## src/rtl/decimator_mc.sv

```systemverilog
// decimator_mc: multi-channel decimator. In pick mode each result is the first sample of a group.
// Sum mode (signed group sum) exists only when DECIMATOR_MC_AVG_EN is defined.
module decimator_mc_lane #(
  parameter int WIDTH = 8,
  parameter int OW    = 12
) (
  input  logic             clk,
  input  logic             rst,
  input  logic             in_valid,
  input  logic             first,
  input  logic             sum_mode,
  input  logic             ld,
  input  logic [WIDTH-1:0] smp,
  output logic [OW-1:0]    res
);
  logic [OW-1:0] smp_x, pick_q, pick_nxt, grp;

  assign smp_x    = {{(OW-WIDTH){smp[WIDTH-1]}}, smp};
  assign pick_nxt = first ? smp_x : pick_q;

  always_ff @(posedge clk) begin
    if (rst)                  pick_q <= '0;
    else if (in_valid && first) pick_q <= smp_x;
  end

`ifdef DECIMATOR_MC_AVG_EN
  logic [OW-1:0] acc_q, acc_nxt;

  // The group-opening sample restarts the sum instead of adding to stale state.
  assign acc_nxt = (first ? '0 : acc_q) + smp_x;
  assign grp     = sum_mode ? acc_nxt : pick_nxt;

  always_ff @(posedge clk) begin
    if (rst)           acc_q <= '0;
    else if (in_valid) acc_q <= acc_nxt;
  end
`else
  logic unused_sum;
  assign unused_sum = sum_mode;
  assign grp        = pick_nxt;
`endif

  always_ff @(posedge clk) begin
    if (rst)     res <= '0;
    else if (ld) res <= grp;
  end
endmodule

module decimator_mc #(
  parameter int WIDTH    = 8,
  parameter int NUM_CH   = 2,
  parameter int MAX_RATE = 16,
  parameter int DEC_RATE = 4,
  localparam int CW      = $clog2(MAX_RATE+1),
  localparam int OW      = WIDTH + $clog2(MAX_RATE)
) (
  input  logic                 clk,
  input  logic                 rst,
  input  logic                 in_valid,
  input  logic [NUM_CH*WIDTH-1:0] in_data,
  input  logic [CW-1:0]        rate,
  input  logic                 rate_load,
  input  logic                 mode,
  output logic                 out_valid,
  input  logic                 out_ready,
  output logic [NUM_CH*OW-1:0] out_data,
  output logic                 ovf
);
  logic [CW-1:0] rate_q, cnt, rate_clip, eff_rate, eff_cnt;
  logic          first, close, ld, sum_mode;
  logic [NUM_CH-1:0][OW-1:0] res;

  assign rate_clip = (rate == '0)             ? CW'(1) :
                     (rate > CW'(MAX_RATE))   ? CW'(MAX_RATE) : rate;

  // A load in the same cycle as a sample makes that sample open a group at the new rate.
  assign eff_rate = rate_load ? rate_clip : rate_q;
  assign eff_cnt  = rate_load ? '0 : cnt;
  assign first    = (eff_cnt == '0);
  assign close    = in_valid && (eff_cnt == eff_rate - CW'(1));
  assign ld       = close && (!out_valid || out_ready);

`ifdef DECIMATOR_MC_AVG_EN
  logic mode_q;
  always_ff @(posedge clk) begin
    if (rst)            mode_q <= 1'b0;
    else if (rate_load) mode_q <= mode;
  end
  assign sum_mode = rate_load ? mode : mode_q;
`else
  logic unused_mode;
  assign unused_mode = mode;
  assign sum_mode    = 1'b0;
`endif

  always_ff @(posedge clk) begin
    if (rst) begin
      rate_q    <= CW'(DEC_RATE);
      cnt       <= '0;
      out_valid <= 1'b0;
      ovf       <= 1'b0;
    end else begin
      if (rate_load) rate_q <= rate_clip;
      if (in_valid)       cnt <= close ? '0 : eff_cnt + CW'(1);
      else if (rate_load) cnt <= '0;
      out_valid <= ld | (out_valid & ~out_ready);
      ovf       <= ovf | (close & out_valid & ~out_ready);
    end
  end

  for (genvar c = 0; c < NUM_CH; c++) begin : g_lane
    decimator_mc_lane #(.WIDTH(WIDTH), .OW(OW)) u_lane (
      .clk      (clk),
      .rst      (rst),
      .in_valid (in_valid),
      .first    (first),
      .sum_mode (sum_mode),
      .ld       (ld),
      .smp      (in_data[c*WIDTH +: WIDTH]),
      .res      (res[c])
    );
  end

  assign out_data = res;
endmodule

```

## config.mk

```make
export PLATFORM = sky130hd
export DESIGN_NAME = decimator_mc
export DESIGN_NICKNAME = d
export VERILOG_FILES = /design/src/rtl/decimator_mc.sv
export SDC_FILE = /design/constraint.sdc
export NUM_CORES = 1
export LEC_CHECK = 0
export ABC_AREA = 0
export BUFFER_PORTS_ARGS = -buffer_cell sky130_fd_sc_hd__buf_2
export CAP_MARGIN = 20
export CORE_MARGIN = 1.5
export CORE_UTILIZATION = 50
export CTS_BUF_LIST = sky130_fd_sc_hd__clkbuf_2
export DETAILED_ROUTE_END_ITERATION = 16
export PLACE_DENSITY = 0.85
export SLEW_MARGIN = 20
export SYNTH_ARGS = -nofsm -noshare
export SYNTH_HDL_FRONTEND = slang
export SYNTH_HIERARCHICAL = 1
export SYNTH_SLANG_ARGS = --single-unit
```

## constraint.sdc

```tcl
create_clock -name clk -period 3.4 [get_ports clk]
set_clock_uncertainty 0.15 [all_clocks]
set_input_delay 1.02 -clock clk [delete_from_list [all_inputs] [get_ports clk]]
set_output_delay 1.02 -clock clk [all_outputs]
set_load 0.02 [all_outputs]
```

==> metrics.log <==
INFO  metric run_status = completed
INFO  metric intPower = 0.000676 W
INFO  metric num-nets-final = 314
INFO  metric total_leakage_power = 1.16 nW
INFO  metric num_io_pins = 53
INFO  metric critical_path.endpoint_type = flip-flop
INFO  metric ir_worst_vdd = 0.222 mV
INFO  metric finalInstanceArea = 0.00257 mm²
INFO  metric placement_rows = 24
INFO  metric cts_inserted_buffers = 5
INFO  metric worst_skew_pair.late_latency = 0.39 ns
INFO  metric avgRoutedWirePerCell = 13.2 µm
INFO  metric min_path_type = reg -> reg
INFO  metric hold_viol = 0
INFO  metric slew_headroom = 64.5%
INFO  metric hp-start = g_lane[0].u_lane/res[3]
INFO  metric worstMarginPinSlew = 0.533 ns
INFO  metric dpl_cell_area = 0.00253 mm²
INFO  metric cts.repair_timing.setup_buffer_count = 0
INFO  metric cts_tree = done
INFO  metric p_switching = 0.000273 W
INFO  metric wl = 4.43 mm
INFO  metric drive_above_1_share = 34.5%
INFO  metric cts-root-to-sink-buffers = 2
INFO  metric dp_hpwl = 3.13 mm
INFO  metric max_freq = 327 MHz
INFO  metric mean_syn_cell_area = 9.48 µm²
INFO  metric holdBufCountCts = 0
INFO  metric port_buffers = 51
INFO  metric clk_pin_slew = 0.21 ns
INFO  metric period_needed = 3.06 ns
INFO  metric first_iter_violations = 88
INFO  metric placement.setup.worst_slack = -0.0606 ns
INFO  metric worstReg2RegEnd = g_lane[1].u_lane/res[3]
INFO  metric cts-root-buf = sky130_fd_sc_hd__clkbuf_2
INFO  metric hold_path_depth = 2
INFO  metric slew_viol_final = 0
INFO  metric fp.dieArea = 0.00502 mm²
INFO  metric netSwitchingFraction = 28.7%
INFO  metric whs_endpoint = g_lane[0].u_lane/res[3]
INFO  metric initial_core_utilization = 52.5%
INFO  metric post-layout-total-power = 0.000949 W
INFO  metric max-cap-violations = 0
INFO  metric worst-path-max-fanout = 32
INFO  metric clock_power_share = 21.9%
INFO  metric pwr-share-seq = 58.3%
INFO  metric start_kind = input pin
INFO  metric first_global_vias = 1650
INFO  metric final.setup.worst_slack = 0.338 ns
INFO  metric grt_first_pass_wirelength = 7.38 mm
INFO  metric drt-vias-per-instance = 5.33
INFO  metric synth_cells = 243
INFO  metric cp_data_required_time = 3.57 ns
INFO  metric grt.total_usage = 17.7%
INFO  metric synth_fp_nets = 273
INFO  metric clock_sinks = 44
INFO  metric grt_setup_unrepaired = no
INFO  metric ant_nets = 0
INFO  metric area_growth_syn_to_layout = 11.4%
INFO  metric power.combinational.fraction = 19.8%
INFO  metric post-route-drc-count = 0
INFO  metric reg2regPathDepth = 11
INFO  metric areal_power_density_over_the_cells = 370 mW/mm²
INFO  metric die_height = 70.9 µm
INFO  metric post_synth_instance_area = 0.00230 mm²
INFO  metric antenna-diode-count = 0
INFO  metric final.period_utilization = 90.1%
INFO  metric grt_max_degree = 43
INFO  metric global_route.overflow_total = 0
INFO  metric cts.htree.levels = 2
INFO  metric num_vias = 1792
INFO  metric setup-violations-final = 0
INFO  metric synth-warning-count = 6
INFO  metric place.gp.congestion = 0.869
INFO  metric first_pass_iters = 4
INFO  metric antenna_violations_before_repair = 0
INFO  metric reg2reg_slack = 0.89 ns
INFO  metric cts_resized = 0
INFO  metric horizontal_die_dimension = 70.9 µm
INFO  metric reg_to_reg_startpoint = rate_q[0]
INFO  metric critical_path_arrival = 3.23 ns
INFO  metric startpoint_to_endpoint_class_of_the_critical_path = in -> reg
INFO  metric coreArea = 0.00438 mm²
worst max path at each step:
stage | start | cells past startpoint | endpoint
after floorplan | rate_load | 15 | g_lane[0].u_lane/res[10]
after global placement | rate[1] | 14 | g_lane[0].u_lane/res[6]
after detailed placement | rate[1] | 14 | g_lane[0].u_lane/res[6]
after CTS | rate[1] | 14 | g_lane[0].u_lane/res[6]
after global routing | rate[1] | 14 | g_lane[1].u_lane/res[3]
final | rate[1] | 14 | g_lane[1].u_lane/res[3]
flip-flops by register name (all words and copies together), names as in the netlist:
register              cells
g_lane.u_lane/pick_q     16
g_lane.u_lane/res        16
cnt                       5
rate_q                    5
out_valid                 1
ovf                       1
through the flow:
stage,std cells,setup TNS (ns),utilization [%],hold WS [ns]
floorplan,243,0,-,0.311
global placement,329,0,57.7,0.308
detailed placement,329,-0.345,57.7,0.327
CTS,336,0,58.5,0.352
global route,336,0,58.5,0.378
finish,336,0,58.5,0.348
per-layer routing:
layer | global-route usage, % | up-vias | share of wire, %
met3 | 5.41 | 2 | 4.2
met5 | 0 | - | 0
li1 | - | 930 | -
met1 | 22.6 | 833 | 48
met4 | 4.40 | 0 | 0.47
met2 | 29.3 | 27 | 47
placed cells by master, fill, tap and decap left out, types with 2 or more instances in the layout:
| cell | instances |
|---|---|
| sky130_fd_sc_hd__a21bo_2 | 16 |
| sky130_fd_sc_hd__nor2b_1 | 2 |
| sky130_fd_sc_hd__nand3b_1 | 2 |
| sky130_fd_sc_hd__ha_1 | 2 |
| sky130_fd_sc_hd__nor2_1 | 21 |
| sky130_fd_sc_hd__clkbuf_2 | 6 |
| sky130_fd_sc_hd__nand4_1 | 2 |
| sky130_fd_sc_hd__buf_2 | 51 |
| sky130_fd_sc_hd__o21ai_1 | 3 |
| sky130_fd_sc_hd__buf_12 | 2 |
| sky130_fd_sc_hd__buf_4 | 11 |
| sky130_fd_sc_hd__xnor2_1 | 5 |
| sky130_fd_sc_hd__nor3_1 | 4 |
| sky130_fd_sc_hd__a211oi_1 | 16 |
| sky130_fd_sc_hd__nand2b_1 | 7 |
| sky130_fd_sc_hd__mux2i_1 | 17 |
| sky130_fd_sc_hd__nand3_1 | 18 |
| sky130_fd_sc_hd__dfxtp_1 | 44 |
| sky130_fd_sc_hd__a21oi_1 | 20 |
| sky130_fd_sc_hd__nand2_1 | 4 |
| sky130_fd_sc_hd__o21ai_0 | 2 |
| sky130_fd_sc_hd__inv_1 | 4 |
| sky130_fd_sc_hd__xor2_1 | 4 |
power by group through the flow:
| stage | logic [W] | clock network [W] | registers, W |
|---|---|---|---|
| after global routing | 0.000206 | 0.000234 | 0.000557 |
| after floorplan | 0.000140 | 0 | 0.000570 |
| after CTS | 0.000189 | 0.000217 | 0.000554 |
| after detailed placement | 0.000188 | 0 | 0.000564 |
| final | 0.000188 | 0.000208 | 0.000553 |
| after global placement | 0.000184 | 0 | 0.000563 |
critical path, stage by stage:
cell and delay [ns]:
sky130_fd_sc_hd__buf_2 0.11, sky130_fd_sc_hd__nor3_1 0.19, sky130_fd_sc_hd__buf_4 0.15, sky130_fd_sc_hd__o221ai_2 0.10, sky130_fd_sc_hd__ha_2 0.21, sky130_fd_sc_hd__nor3b_2 0.16, sky130_fd_sc_hd__xnor2_1 0.16, sky130_fd_sc_hd__nor2_1 0.06
sky130_fd_sc_hd__a211oi_2 0.19, sky130_fd_sc_hd__and3_1 0.21, sky130_fd_sc_hd__and2b_1 0.17, sky130_fd_sc_hd__buf_12 0.18, sky130_fd_sc_hd__nor2_1 0.07, sky130_fd_sc_hd__a211oi_1 0.23
cell type report:
cell class,count,area [µm²]
Fill cell,404,1820
Sequential cell,44,881
Tap cell,52,65.1
Multi-Input combinational cell,165,1190
Timing Repair Buffer,64,378
Clock buffer,6,30.0
Clock inverter,1,5.00
Inverter,4,15.0
(Power assumes the default switching activity.)
